$ cat config.mk
export PLATFORM = sky130hd
export DESIGN_NAME = mips32_prog_loader_flat
export DESIGN_NICKNAME = d
export VERILOG_FILES = /design/src/rtl/mips32_prog_loader_pkg.sv /design/src/rtl/mips32_prog_loader_if.sv /design/src/rtl/mips32_word_packer.sv /design/src/rtl/mips32_prog_loader.sv /design/src/flat_wrapper.sv
export SDC_FILE = /design/constraint.sdc
export NUM_CORES = 1
export LEC_CHECK = 0
export CAP_MARGIN = 20
export CORE_MARGIN = 2
export CORE_UTILIZATION = 50
export DETAILED_ROUTE_END_ITERATION = 12
export GPL_TIMING_DRIVEN = 0
export PLACE_DENSITY_LB_ADDON = 0.08
export SETUP_SLACK_MARGIN = 0.1
export SYNTH_ARGS = -nofsm -noshare
export SYNTH_HDL_FRONTEND = slang
export SYNTH_SLANG_ARGS = --single-unit
$ cat constraint.sdc
create_clock -name clk1 -period 3 [get_ports clk1]
set_input_delay 0.6 -clock clk1 [delete_from_list [all_inputs] [get_ports clk1]]
set_output_delay 0.6 -clock clk1 [all_outputs]
set_load 0.02 [all_outputs]
$ cat src/rtl/mips32_prog_loader_pkg.sv
// Shared types and constants for the MIPS32 boot-time program loader.
// LOADER_CHECKSUM_EN adds the trailing checksum state.
package mips32_loader_pkg;

  typedef enum logic [2:0] {
    S_IDLE,
    S_LEN_HI,
    S_LEN_LO,
    S_DATA,
`ifdef LOADER_CHECKSUM_EN
    S_CSUM,
`endif
    S_DONE,
    S_ERROR
  } ld_state_t;

  localparam int HDR_BYTES  = 2;
  localparam int WORD_BYTES = 4;
  localparam int CSUM_W     = 8;

endpackage

$ cat src/rtl/mips32_prog_loader_if.sv
// Byte-stream input and core-memory write port of the program loader.
// master = host/memory side, slave = the loader.
interface mips32_prog_loader_if #(
  parameter int ADDR_W = 10
);
  logic [7:0]        in_data;
  logic              in_valid;
  logic              in_ready;
  logic              mem_we;
  logic [ADDR_W-1:0] mem_addr;
  logic [31:0]       mem_wdata;

  modport master (output in_data, in_valid,
                  input  in_ready, mem_we, mem_addr, mem_wdata);
  modport slave  (input  in_data, in_valid,
                  output in_ready, mem_we, mem_addr, mem_wdata);
endinterface

$ cat src/rtl/mips32_word_packer.sv
// Packs big-endian bytes into 32-bit words. The last byte is taken straight
// from the stream so the word and word_done are ready on the same edge.
module mips32_word_packer
  import mips32_loader_pkg::*;
(
  input  logic        clk1,
  input  logic        clr,
  input  logic [7:0]  din,
  input  logic        stb,
  output logic [31:0] word,
  output logic        word_done
);
  localparam int IDX_W = $clog2(WORD_BYTES);

  logic [IDX_W-1:0] idx;
  logic [23:0]      sh;

  assign word      = {sh, din};
  assign word_done = stb && (idx == IDX_W'(WORD_BYTES - 1));

  always_ff @(posedge clk1) begin
    if (clr) begin
      idx <= '0;
      sh  <= '0;
    end else if (stb) begin
      idx <= idx + IDX_W'(1);
      sh  <= {sh[15:0], din};
    end
  end
endmodule

$ cat src/rtl/mips32_prog_loader.sv
// Boot loader: length-prefixed byte frame -> 32-bit writes from word 0, then
// releases the core. Optional trailing checksum under LOADER_CHECKSUM_EN.
module mips32_prog_loader
  import mips32_loader_pkg::*;
#(
  parameter int DEPTH  = 1024,
  parameter int ADDR_W = 10
) (
  input  logic                 clk1,
  input  logic                 rst,
  input  logic                 start,
  mips32_prog_loader_if.slave  bus,
  output logic                 busy,
  output logic                 core_run,
  output logic                 err
);
  localparam logic [31:0] DEPTH_U = 32'(DEPTH);

  ld_state_t         state;
  logic [7:0]        len_hi;
  logic [15:0]       len;
  logic [ADDR_W-1:0] wcnt;
  logic              xfer, arm, last_word, pk_done;
  logic [15:0]       n_hdr;
  logic [31:0]       pk_word;

  assign xfer      = bus.in_valid && bus.in_ready;
  assign arm       = start && (state inside {S_IDLE, S_DONE, S_ERROR});
  assign n_hdr     = {len_hi, bus.in_data};
  assign last_word = (16'(wcnt) == len - 16'd1);

  mips32_word_packer u_pack (
    .clk1      (clk1),
    .clr       (rst || arm),
    .din       (bus.in_data),
    .stb       (xfer && state == S_DATA),
    .word      (pk_word),
    .word_done (pk_done)
  );

`ifdef LOADER_CHECKSUM_EN
  logic [CSUM_W-1:0] csum;
  logic              csum_ok;
  assign csum_ok = (CSUM_W'(csum + bus.in_data) == '0);
`endif

  always_ff @(posedge clk1) begin
    if (rst) begin
      state         <= S_IDLE;
      len_hi        <= '0;
      len           <= '0;
      wcnt          <= '0;
      bus.in_ready  <= 1'b0;
      bus.mem_we    <= 1'b0;
      bus.mem_addr  <= '0;
      bus.mem_wdata <= '0;
      busy          <= 1'b0;
      core_run      <= 1'b0;
      err           <= 1'b0;
`ifdef LOADER_CHECKSUM_EN
      csum          <= '0;
`endif
    end else begin
      bus.mem_we <= 1'b0;
      // Status follows the state one edge late so core_run never overlaps the last write.
      core_run   <= (state == S_DONE) && !start;
      err        <= (state == S_ERROR) && !start;
      if (pk_done) begin
        bus.mem_we    <= 1'b1;
        bus.mem_addr  <= wcnt;
        bus.mem_wdata <= pk_word;
      end
      case (state)
        S_IDLE, S_DONE, S_ERROR: begin
          if (start) begin
            state        <= S_LEN_HI;
            bus.in_ready <= 1'b1;
            busy         <= 1'b1;
            wcnt         <= '0;
            len_hi       <= '0;
            len          <= '0;
`ifdef LOADER_CHECKSUM_EN
            csum         <= '0;
`endif
          end
        end
        S_LEN_HI: begin
          if (xfer) begin
            len_hi <= bus.in_data;
            state  <= S_LEN_LO;
          end
        end
        S_LEN_LO: begin
          if (xfer) begin
            len <= n_hdr;
            if (n_hdr == 16'd0) begin
              state        <= S_DONE;
              bus.in_ready <= 1'b0;
              busy         <= 1'b0;
            end else if ({16'd0, n_hdr} > DEPTH_U) begin
              state        <= S_ERROR;
              bus.in_ready <= 1'b0;
              busy         <= 1'b0;
            end else begin
              state <= S_DATA;
            end
          end
        end
        S_DATA: begin
          if (xfer) begin
`ifdef LOADER_CHECKSUM_EN
            csum <= csum + bus.in_data;
`endif
            if (pk_done) begin
              if (last_word) begin
`ifdef LOADER_CHECKSUM_EN
                state <= S_CSUM;
`else
                state        <= S_DONE;
                bus.in_ready <= 1'b0;
                busy         <= 1'b0;
`endif
              end else begin
                wcnt <= wcnt + ADDR_W'(1);
              end
            end
          end
        end
`ifdef LOADER_CHECKSUM_EN
        S_CSUM: begin
          if (xfer) begin
            state        <= csum_ok ? S_DONE : S_ERROR;
            bus.in_ready <= 1'b0;
            busy         <= 1'b0;
          end
        end
`endif
        default: begin
          state        <= S_IDLE;
          bus.in_ready <= 1'b0;
          busy         <= 1'b0;
        end
      endcase
    end
  end
endmodule
$ cat src/flat_wrapper.sv
// flat-port wrapper written by rule: the top's interface ports become plain ports
module mips32_prog_loader_flat import mips32_loader_pkg::*;
#(
  parameter int DEPTH  = 1024,
  parameter int ADDR_W = 10
)
  (clk1, rst, start, busy, core_run, err, bus_in_data, bus_in_valid, bus_in_ready, bus_mem_we, bus_mem_addr, bus_mem_wdata);
  mips32_prog_loader_if #(.ADDR_W(ADDR_W)) bus_i ();
  input  logic clk1;
  input  logic rst;
  input  logic start;
  output logic busy;
  output logic core_run;
  output logic err;
  input wire logic [$bits(bus_i.in_data)-1:0] bus_in_data;
  input wire logic [$bits(bus_i.in_valid)-1:0] bus_in_valid;
  output wire logic [$bits(bus_i.in_ready)-1:0] bus_in_ready;
  output wire logic [$bits(bus_i.mem_we)-1:0] bus_mem_we;
  output wire logic [$bits(bus_i.mem_addr)-1:0] bus_mem_addr;
  output wire logic [$bits(bus_i.mem_wdata)-1:0] bus_mem_wdata;
  assign bus_i.in_data = bus_in_data;
  assign bus_i.in_valid = bus_in_valid;
  assign bus_in_ready = bus_i.in_ready;
  assign bus_mem_we = bus_i.mem_we;
  assign bus_mem_addr = bus_i.mem_addr;
  assign bus_mem_wdata = bus_i.mem_wdata;
  mips32_prog_loader #(.DEPTH(DEPTH), .ADDR_W(ADDR_W)) u_core (.clk1(clk1), .rst(rst), .start(start), .bus(bus_i), .busy(busy), .core_run(core_run), .err(err));
endmodule
; Word level (Yosys, flattened, before mapping)
; Cells that the tools add are included.
[word_totals]
regBits = 109
output_inout_bits = 47
[classes]
muxes = 29
bitwise_logic = 1
add_sub_neg = 3
order_cmp = 1
eq_ne = 15
reduce_logical = 20
[op_table]
columns = cell, count
row1 = 2-to-1 mux 10 bit, 4
row2 = 2-to-1 mux 16 bit, 2
row3 = one-hot mux 16 bit (2 select lines), 1
row4 = 2-to-1 mux 3 bit, 8
row5 = one-hot mux 10 bit (2 select lines), 1
row6 = == test 10 x 16 -> 1 bit, 1
row7 = greater-than comparator 16 x 11 -> 1 bit (second input constant), 1
row8 = logical NOT 16 bit, 1
row9 = 2-to-1 mux 8 bit, 2
row10 = one-hot mux 8 bit (2 select lines), 1
row11 = subtractor 16 x 1 -> 16 bit (second input constant), 1
row12 = one-hot mux 3 bit (4 select lines), 1
row13 = adder 10 x 1 -> 10 bit (second input constant), 1
row14 = != test 2 x 1 -> 1 bit (second input constant), 5
row15 = 2-to-1 mux 1 bit, 8
row16 = AND reduction 7 bit, 1
row17 = == test 3 x 2 -> 1 bit (second input constant), 2
row18 = == test 3 bit (second input constant), 2
row19 = logical AND 1 bit, 6
row20 = AND reduction 3 bit, 2
row21 = AND reduction 6 bit, 1
row22 = nonzero test 2 bit, 3
row23 = AND reduction 5 bit, 1
row24 = != test 2 bit (second input constant), 2
row25 = other kinds (11), 11

; Longest topological paths before layout
; Gate-level depths: netlist (run 1).
[logic_depth]
word_depth = 6
depth_mapped = 12
mapped_depth_nobuf = 10

; By module
; From an unflattened synthesis (run 1), not the netlist that was laid out.
[unflattened]
hier_cells = 541
area_unflattened_um2 = 4912.2
[by_module_without_submodules]
columns = mod, instances, seq_area_each_um2, cells_per_inst, area_each_um2
row1 = mips32_prog_loader, 1, 1661.6, 447, 3888.7
row2 = mips32_word_packer, 1, 520.5, 94, 1023.5

; Least setup slack after synthesis (run 1)
; OpenSTA, ideal clock, no wires.
[synth_timing]
path_type = register to register
startpoint = register u_core.len[9]
endpoint = register u_core.wcnt[1]
setup_time_ns = 0.128
t_required_ns = 2.872
t_arrival_ns = 2.777
path_stages_with_launch = 12
n_path_buf = 3
synth_period_minus_slack_ns = 2.905
setup_slack_ns = 0.095
cell_sequence = dfxtp_1 buf_6 or4_4 or3_1 o32ai_2 o211ai_1 or4_1 buf_6 a21oi_4 buf_6 mux2i_1 nor2_1
[synth_between]
elab_chain_len = 4
[synth_rtl]
columns = item, line
row1 = from (decl), mips32_prog_loader.sv:21  ; logic [15:0] len;
row2 = from (signal assigned), mips32_prog_loader.sv:95  ; len <= n_hdr;
row3 = subtractor 16 x 1 -> 16 bit, mips32_prog_loader.sv:30  ; assign last_word = (16'(wcnt) == len - 16'd1);
row4 = == test 10 x 16 -> 1 bit, mips32_prog_loader.sv:30
row5 = != test 2 bit (no line), n/a
row6 = AND reduction 5 bit (no line), n/a
row7 = to (signal assigned), mips32_prog_loader.sv:124  ; wcnt <= wcnt + ADDR_W'(1);
row8 = to (decl), mips32_prog_loader.sv:22  ; logic [ADDR_W-1:0] wcnt;
; Every way passes these cells.
; A chain may end at the register's enable or synchronous reset.

; Worst setup path in the final report (run 1)
[layout_timing]
startpoint = register u_core.len[2]
endpoint = register u_core.wcnt[8]
; Same word-level chain as after synthesis.

==> metrics.md, run 1 <==
| Metric | Value |
|---|---|
| Status | `finished with violations` |
| Failing checks | `setup timing` |
| Max-slew violation count | `0` |
| Syn Nets | `618` |
| Most frequent cell after synthesis | `nand2_1` |
| Hold WC Path Type | `flip-flop to flip-flop` |
| DR vias | `4374` |
| PD cells | `574.4 mW/mm^2` |
| Clock Latency Late Sink | `0.38 ns` |
| Buffers on Ports | `57` |
| Headroom to the max-slew limit | `0.5667` |
| Drt pass-1 iters | `5` |
| Finished Core Util | `0.6231` |
| Vias in the first global route | `3912` |
| CTS HTree Levels | `3` |
| Pleak | `0.001875 uW` |
| DR DRC count | `0` |
| Fraction of layout cells with a size suffix above 1 | `0.07195` |
| Synth Cell Area | `0.004671 sq mm` |
| CTS tree | `done` |
| WP data required | `3.31 ns` |
| Gpl congestion | `0.9274` |
| Cts hold-fix bufs | `0` |
| Clk_skew | `0.01559 ns` |
| Pre-CTS WS | `-0.1466 ns` |
| Fin area | `0.005703 sq mm` |
| Area after DPL | `0.005380 sq mm` |
| Top cell type's share of synthesized area | `0.4672` |
| Worst EP arrival | `3.32 ns` |
| YS warnings | `0` |
| Final setup vio count | `1` |
| Non-filler cells, final | `792` |
| Critical path class | `flip-flop to flip-flop` |
| Initial drt markers | `217` |
| Syn_area_per_cell | `7.746 sq um` |
| Largest buffer count on any clock path | `2` |
| Remaining antenna violation count | `0` |
| GRT Total Usage | `0.2420` |
| Clk slew on worst S/H paths | `0.10 ns` |
| Final nets | `691` |
| First-pass GRT wire length | `19530 um` |
| Post-synthesis register bit count | `109` |
| Routed WL | `12090 um` |
| Final WS setup | `-0.01785 ns` |
| Synth async-reset ratio | `0` |
| Crit path capture type | `flip-flop` |
| Area leader, netlist | `dfxtp_1` |
| Post-synth cell types | `52` |
| Ports | `59` |
| Rows | `35` |
| Filler Cell Count | `844` |
| Post-synth EDFFs | `0` |
| Initial antenna violation count | `0` |
| Synth top area cells | `dfxtp_1, nand2_1, a21oi_1, clkbuf_1, nand3_1` |
| DIE AREA | `0.01013 sq mm` |
| Initial Util | `0.5103` |
| Synthesized netlist cell count | `603` |
| Most common library cells after synthesis | `nand2_1, dfxtp_1, a21oi_1` |
| CP max FO | `9` |
| Syn-to-layout area delta | `22.10%` |
| Final period util | `1.006` |
| Final Hold Fails | `0` |
| Core area | `0.009153 sq mm` |
| Worst-Margin Slew | `0.6450 ns` |
| Max frequency | `0.3314 GHz` |
| Number of max-cap violations | `0` |
| Main flop type after synthesis | `dfxtp_1` |
| VDD IR max | `0.2766 mV` |
| ANT cells | `0` |
| Unrepaired setup endpoints after global routing | `yes` |
| Vias per inst | `5.523` |
| Sequential fraction of the synthesis area | `0.4672` |
| CTS Buf Count | `9` |
| Die H | `100.7 um` |
| Die W | `100.7 um` |
| CTS sink count | `109` |
| Startpoint types | `flip-flop` |
| Minimum clock period | `3.018 ns` |
| Average wire per standard cell | `15.27 um` |
| CTS Root Cell | `clkbuf_8` |
| Final HPWL DP | `8626 um` |
| GRT overflow | `0` |
| Largest net degree at the start of global routing | `21` |
| Dpl cells | `771` |
==> layer usage <==
| metal | track usage | vias up | routed length [um] |
|---|---|---|---|
| li1 | - | 2212 | - |
| met1 | 0.3562 | 2019 | 6031 |
| met2 | 0.3621 | 124 | 5221 |
| met3 | 0.03537 | 19 | 566 |
| met4 | 0.08325 | 0 | 272 |
| met5 | 0 | - | 0 |
==> through the flow <==
step	TNS (ns)	power [uW]	hold slack (ns)
after detailed placement	-0.8711	2285	0.4473
after CTS	0	3245	0.4618
final	-0.01785	3276	0.4567
after floorplan	0	2096	0.4321
after global placement	-0.3980	2267	0.4437
after global routing	-0.5928	3417	0.4795
==> state kept, by name (all words and copies together), names as in the netlist <==
signal	flops
u_core.len_hi	8
u_core.bus.mem_we	1
u_core.state	3
u_core.err	1
u_core.core_run	1
u_core.busy	1
u_core.u_pack.sh	24
u_core.u_pack.idx	2
u_core.bus.mem_wdata	32
u_core.bus.mem_addr	10
u_core.len	16
u_core.wcnt	10
==> critical path: stages, from the launching register on <==
cell and delay [ns]:
dfxtp_1 0.32, buf_6 0.13, or4_4 0.52, or4_4 0.42, and3_1 0.19, o32ai_2 0.22, or4_1 0.16, buf_6 0.11
a21oi_4 0.08, buf_4 0.16, or4b_1 0.50, a21oi_1 0.15
==> repair_timing <==
action                                 CTS  global route
setup endpoints to repair                9            21
pin swaps                               13             4
gates resized for setup                 14             5
gates cloned                             1             0
setup buffers                            4             1
endpoints found under the hold margin    0             0
==> logic make-up (layout without fill, tap and decap cells) <==
family / after synthesis / after routing / synth area share
simple gates: 290 / 290 / 0.2850
buf+inv: 48 / 126 / 0.04581
flops: 109 / 109 / 0.4672
xor+xnor: 11 / 11 / 0.02063
compound gates: 138 / 138 / 0.1648
fa+ha+maj: 3 / 3 / 0.008037
mux: 4 / 4 / 0.008573
==> area by class of cell <==
cell class | count | area [sq um] | area share
plain buffers | 40 | 176.4 | 0.03093
clock buffers | 9 | 123.9 | 0.02172
clock inverters | 7 | 90.09 | 0.01580
inverters | 7 | 26.28 | 0.004607
multi-input cells | 446 | 2338 | 0.4100
flip-flops and latches | 109 | 2190 | 0.3839
well taps | 111 | 138.9 | 0.02435
repair buffers | 63 | 619.3 | 0.1086
==> report_power, final <==
| group | switching (uW) | internal [uW] |
|---|---|---|
| clock | 547 | 406 |
| combinational | 467 | 301 |
| sequential | 58.1 | 1500 |
| total | 1070 | 2200 |
==> worst paths after layout <==
check | from | to | slack, ns | cells after the start
worst max-delay path | u_core.len[2] | u_core.wcnt[8] | -0.02 | 11
worst min-delay path | u_core.bus.mem_addr[3] | u_core.bus.mem_addr[3] | 0.46 | 2
worst max register to register | u_core.len[2] | u_core.wcnt[8] | -0.02 | 11
worst min register to register | u_core.bus.mem_addr[3] | u_core.bus.mem_addr[3] | 0.46 | 2
==> cells in the final DEF, fill, tap and decap left out, drive strengths merged, types with 6 or more instances in the layout <==
cell	count
inv	10
xor2	6
buf	11
nor4	10
nand2	161
nand3	26
or3	10
or4	6
a21oi	109
clkdlybuf4s50	57
and3	9
o21ai	8
nor3	11
dfxtp	109
clkbuf	44
nor2	33
Power figures use the tool's default switching activity.
==> inputs of run 2 (changes only) <==
--- a/config.mk
+++ b/config.mk
@@ -11,7 +11,7 @@
 export DETAILED_ROUTE_END_ITERATION = 12
 export GPL_TIMING_DRIVEN = 0
 export PLACE_DENSITY_LB_ADDON = 0.08
-export SETUP_SLACK_MARGIN = 0.1
+export SLEW_MARGIN = 5
 export SYNTH_ARGS = -nofsm -noshare
 export SYNTH_HDL_FRONTEND = slang
 export SYNTH_SLANG_ARGS = --single-unit
==> metrics.md, run 2 (synthesized netlist as in run 1, its figures left out) <==
| Metric | Value |
|---|---|
| Fin Hold WS | `0.4628 ns (+0.006065 ns)` |
| Biggest regs | `u_core.bus.mem_wdata: 32 flops, u_core.u_pack.sh: 24 flops, u_core.len: 16 flops` |
| Final setup vio count | `0 (-1)` |
| Vias in the first global route | `3915 (+0.077%)` |
| Routed WL | `12160 um (+0.54%)` |
| ANT cells | `0 (unchanged)` |
| Minimum clock period | `2.957 ns (-0.06044 ns)` |
| Syn-to-layout area delta | `21.67%` |
| Family with the most delay on the worst path | `simple AND/OR/NAND/NOR gates` |
| Worst EP arrival | `3.22 ns (-0.10 ns)` |
| Gpl congestion | `0.9118 (-1.7%)` |
| Vias per inst | `5.570 (+0.86%)` |
| Die W | `100.7 um (unchanged)` |
| Clock power share | `0.287 (-0.004)` |
| CTS Buf Count | `9 (unchanged)` |
| Final period util | `0.9858 (-0.02015)` |
| Top cell by count, worst path | `or4_4` |
| Status | `complete, no violations` |
| Final nets | `690 (-0.14%)` |
| CTS sink count | `109 (unchanged)` |
| Clock Latency Late Sink | `0.39 ns (about the same)` |
| Worst hold path depth | `2 (unchanged)` |
| Pleak | `0.001862 uW (-0.69%)` |
| Internal Power | `2125 uW (-3.5%)` |
| Clk_skew | `0.01317 ns (-0.002414 ns)` |
| Buffers on Ports | `57 (unchanged)` |
| Drt pass-1 iters | `5 (unchanged)` |
| Number of max-cap violations | `0 (unchanged)` |
| Core area | `0.009153 sq mm (unchanged)` |
| VDD IR max | `0.2923 mV (+5.7%)` |
| Critical path class | `flip-flop to flip-flop` |
| GRT overflow | `0 (unchanged)` |
| Tot Pwr | `3235 uW (-1.2%)` |
| Sum of buffers and inverters on the critical path | `1 (-2)` |
| Unrepaired setup endpoints after global routing | `yes` |
| Cts hold-fix bufs | `0 (unchanged)` |
| Max-slew violation count | `0 (unchanged)` |
| Remaining antenna violation count | `0 (unchanged)` |
| Largest buffer count on any clock path | `2 (unchanged)` |
| Initial antenna violation count | `0 (unchanged)` |
| GRT Total Usage | `0.2490 (+0.006994)` |
| Worst-Margin Slew | `0.5974 ns (-0.04769 ns)` |
| Clk slew on worst S/H paths | `0.12 ns (+0.02 ns)` |
| CTS tree | `done` |
| Die H | `100.7 um (unchanged)` |
| Switching share of power | `0.3430 (+0.01562)` |
| Cell Chain, Critical Path | `or4_4 -> or3_4 -> o32ai_2 -> o211ai_1 -> or4_4 -> a21oi_4 -> buf_6 -> mux2i_1 -> nor2_1` |
| Max frequency | `0.3381 GHz (+2.0%)` |
| Gate power share | `0.232 (-0.003)` |
| Pre-CTS WS | `-0.1942 ns (-0.04753 ns)` |
| Initial Util | `0.5103 (unchanged)` |
| Critical Path Max Stage Delay | `0.54 ns (+0.02 ns)` |
| Average wire per standard cell | `15.37 um (+0.66%)` |
| Top reg by flops | `u_core.bus.mem_wdata` |
| Crit path capture type | `flip-flop` |
| CTS Root Cell | `clkbuf_8` |
| Startpoint types | `flip-flop` |
| DIE AREA | `0.01013 sq mm (unchanged)` |
| Largest register FFs | `32 (unchanged)` |
| Headroom to the max-slew limit | `0.6018 (+0.03510)` |
| CP max FO | `7 (-2)` |
| DR vias | `4406 (+0.73%)` |
| Critical-path top delay cell | `or4_4` |
| First-pass GRT wire length | `19910 um (+1.9%)` |
| Final HPWL DP | `8703 um (+0.89%)` |
| DR DRC count | `0 (unchanged)` |
| Final Hold Fails | `0 (unchanged)` |
| Commonest non-fill, non-tap cell in the layout | `nand2_1` |
| Reg power frac | `0.481 (+0.007)` |
| Ports | `59 (unchanged)` |
| Largest net degree at the start of global routing | `23 (+9.5%)` |
| Rows | `35 (unchanged)` |
| CTS HTree Levels | `3 (unchanged)` |
| Number of cells on the critical path | `9 (-2)` |
| Initial drt markers | `304 (+40%)` |
| Sw power | `1109 uW (+3.5%)` |
| WP data required | `3.26 ns (-0.05 ns)` |
| Final WS setup | `0.04259 ns (+0.06044 ns)` |
| Cell count of the worst reg-to-reg path | `9 (-2)` |
| Fraction of layout cells with a size suffix above 1 | `0.07353 (+0.001576)` |
| PD cells | `569.2 mW/mm^2 (-0.89%)` |
| Hold WC Path Type | `flip-flop to flip-flop` |
| Commonest cells after routing, fill and taps aside | `nand2_1, a21oi_1, dfxtp_1, clkdlybuf4s50_1, clkbuf_1` |
-- run 2: final timing paths --
path | endpoint | slack (ns) | from
max | u_core.wcnt[1] | 0.04 | u_core.len[9]
max reg2reg | u_core.wcnt[1] | 0.04 | u_core.len[9]
min reg2reg | u_core.bus.mem_addr[5] | 0.46 | u_core.bus.mem_addr[5]
min | u_core.bus.mem_addr[5] | 0.46 | u_core.bus.mem_addr[5]
-- run 2: power groups by stage --
| stage | clock, uW | combinational [uW] | sequential, uW |
|---|---|---|---|
| global placement | 0 | 684 | 1580 |
| CTS | 934 | 717 | 1550 |
| detailed placement | 0 | 693 | 1580 |
| floorplan | 0 | 520 | 1580 |
| global route | 993 | 832 | 1560 |
| finish | 929 | 751 | 1560 |
-- run 2: through the flow --
| step | TNS [ns] | utilization | instance area [sq um] | std cells |
|---|---|---|---|---|
| floorplan | 0 | - | 4671 | 603 |
| global placement | -0.4680 | 0.5878 | 5380 | 771 |
| detailed placement | -0.7091 | 0.5878 | 5380 | 771 |
| CTS | 0 | 0.6165 | 5643 | 791 |
| global route | -0.4979 | 0.6209 | 5683 | 791 |
| finish | 0 | 0.6209 | 5683 | 791 |
-- run 2: repair_timing --
item                                    4_1_cts  5_1_grt
endpoints found under the setup margin        9       11
gates cloned                                  1        0
setup buffers                                 4        1
hold endpoints to repair                      0        0
resized for setup                             8       11
pin swaps                                     7        3
-- run 2: tightest hold or removal path, stage by stage, from the launching register on --
cell and delay, ns:
dfxtp_1 0.32, nand2_1 0.05, a21oi_1 0.05
-- run 2: final cells by class --
type,instances,area [sq um]
Buffer,39,165.2
Clock buffer,9,123.9
Clock inverter,7,86.33
Fill cell,845,3470
Inverter,7,26.28
Multi-Input combinational cell,446,2335
Sequential cell,109,2195
Tap cell,111,138.9
Timing Repair Buffer,63,613.1
-- run 2: metal layers --
layer | routed length, um | track usage | up-vias
li1 | - | - | 2207
met1 | 5970 | 0.3702 | 2042
met2 | 5366 | 0.3779 | 142
met3 | 670 | 0.04022 | 15
met4 | 148 | 0.06006 | 0
met5 | 0 | 0 | -
==> inputs of run 3 (changes only) <==
--- a/config.mk
+++ b/config.mk
@@ -5,6 +5,7 @@
 export SDC_FILE = /design/constraint.sdc
 export NUM_CORES = 1
 export LEC_CHECK = 0
+export ABC_CLOCK_PERIOD_IN_PS = 3000
 export CAP_MARGIN = 20
 export CORE_MARGIN = 2
 export CORE_UTILIZATION = 50
==> results of run 3 <==
The final DEF is identical to that of run 2; final timing and power are the same.
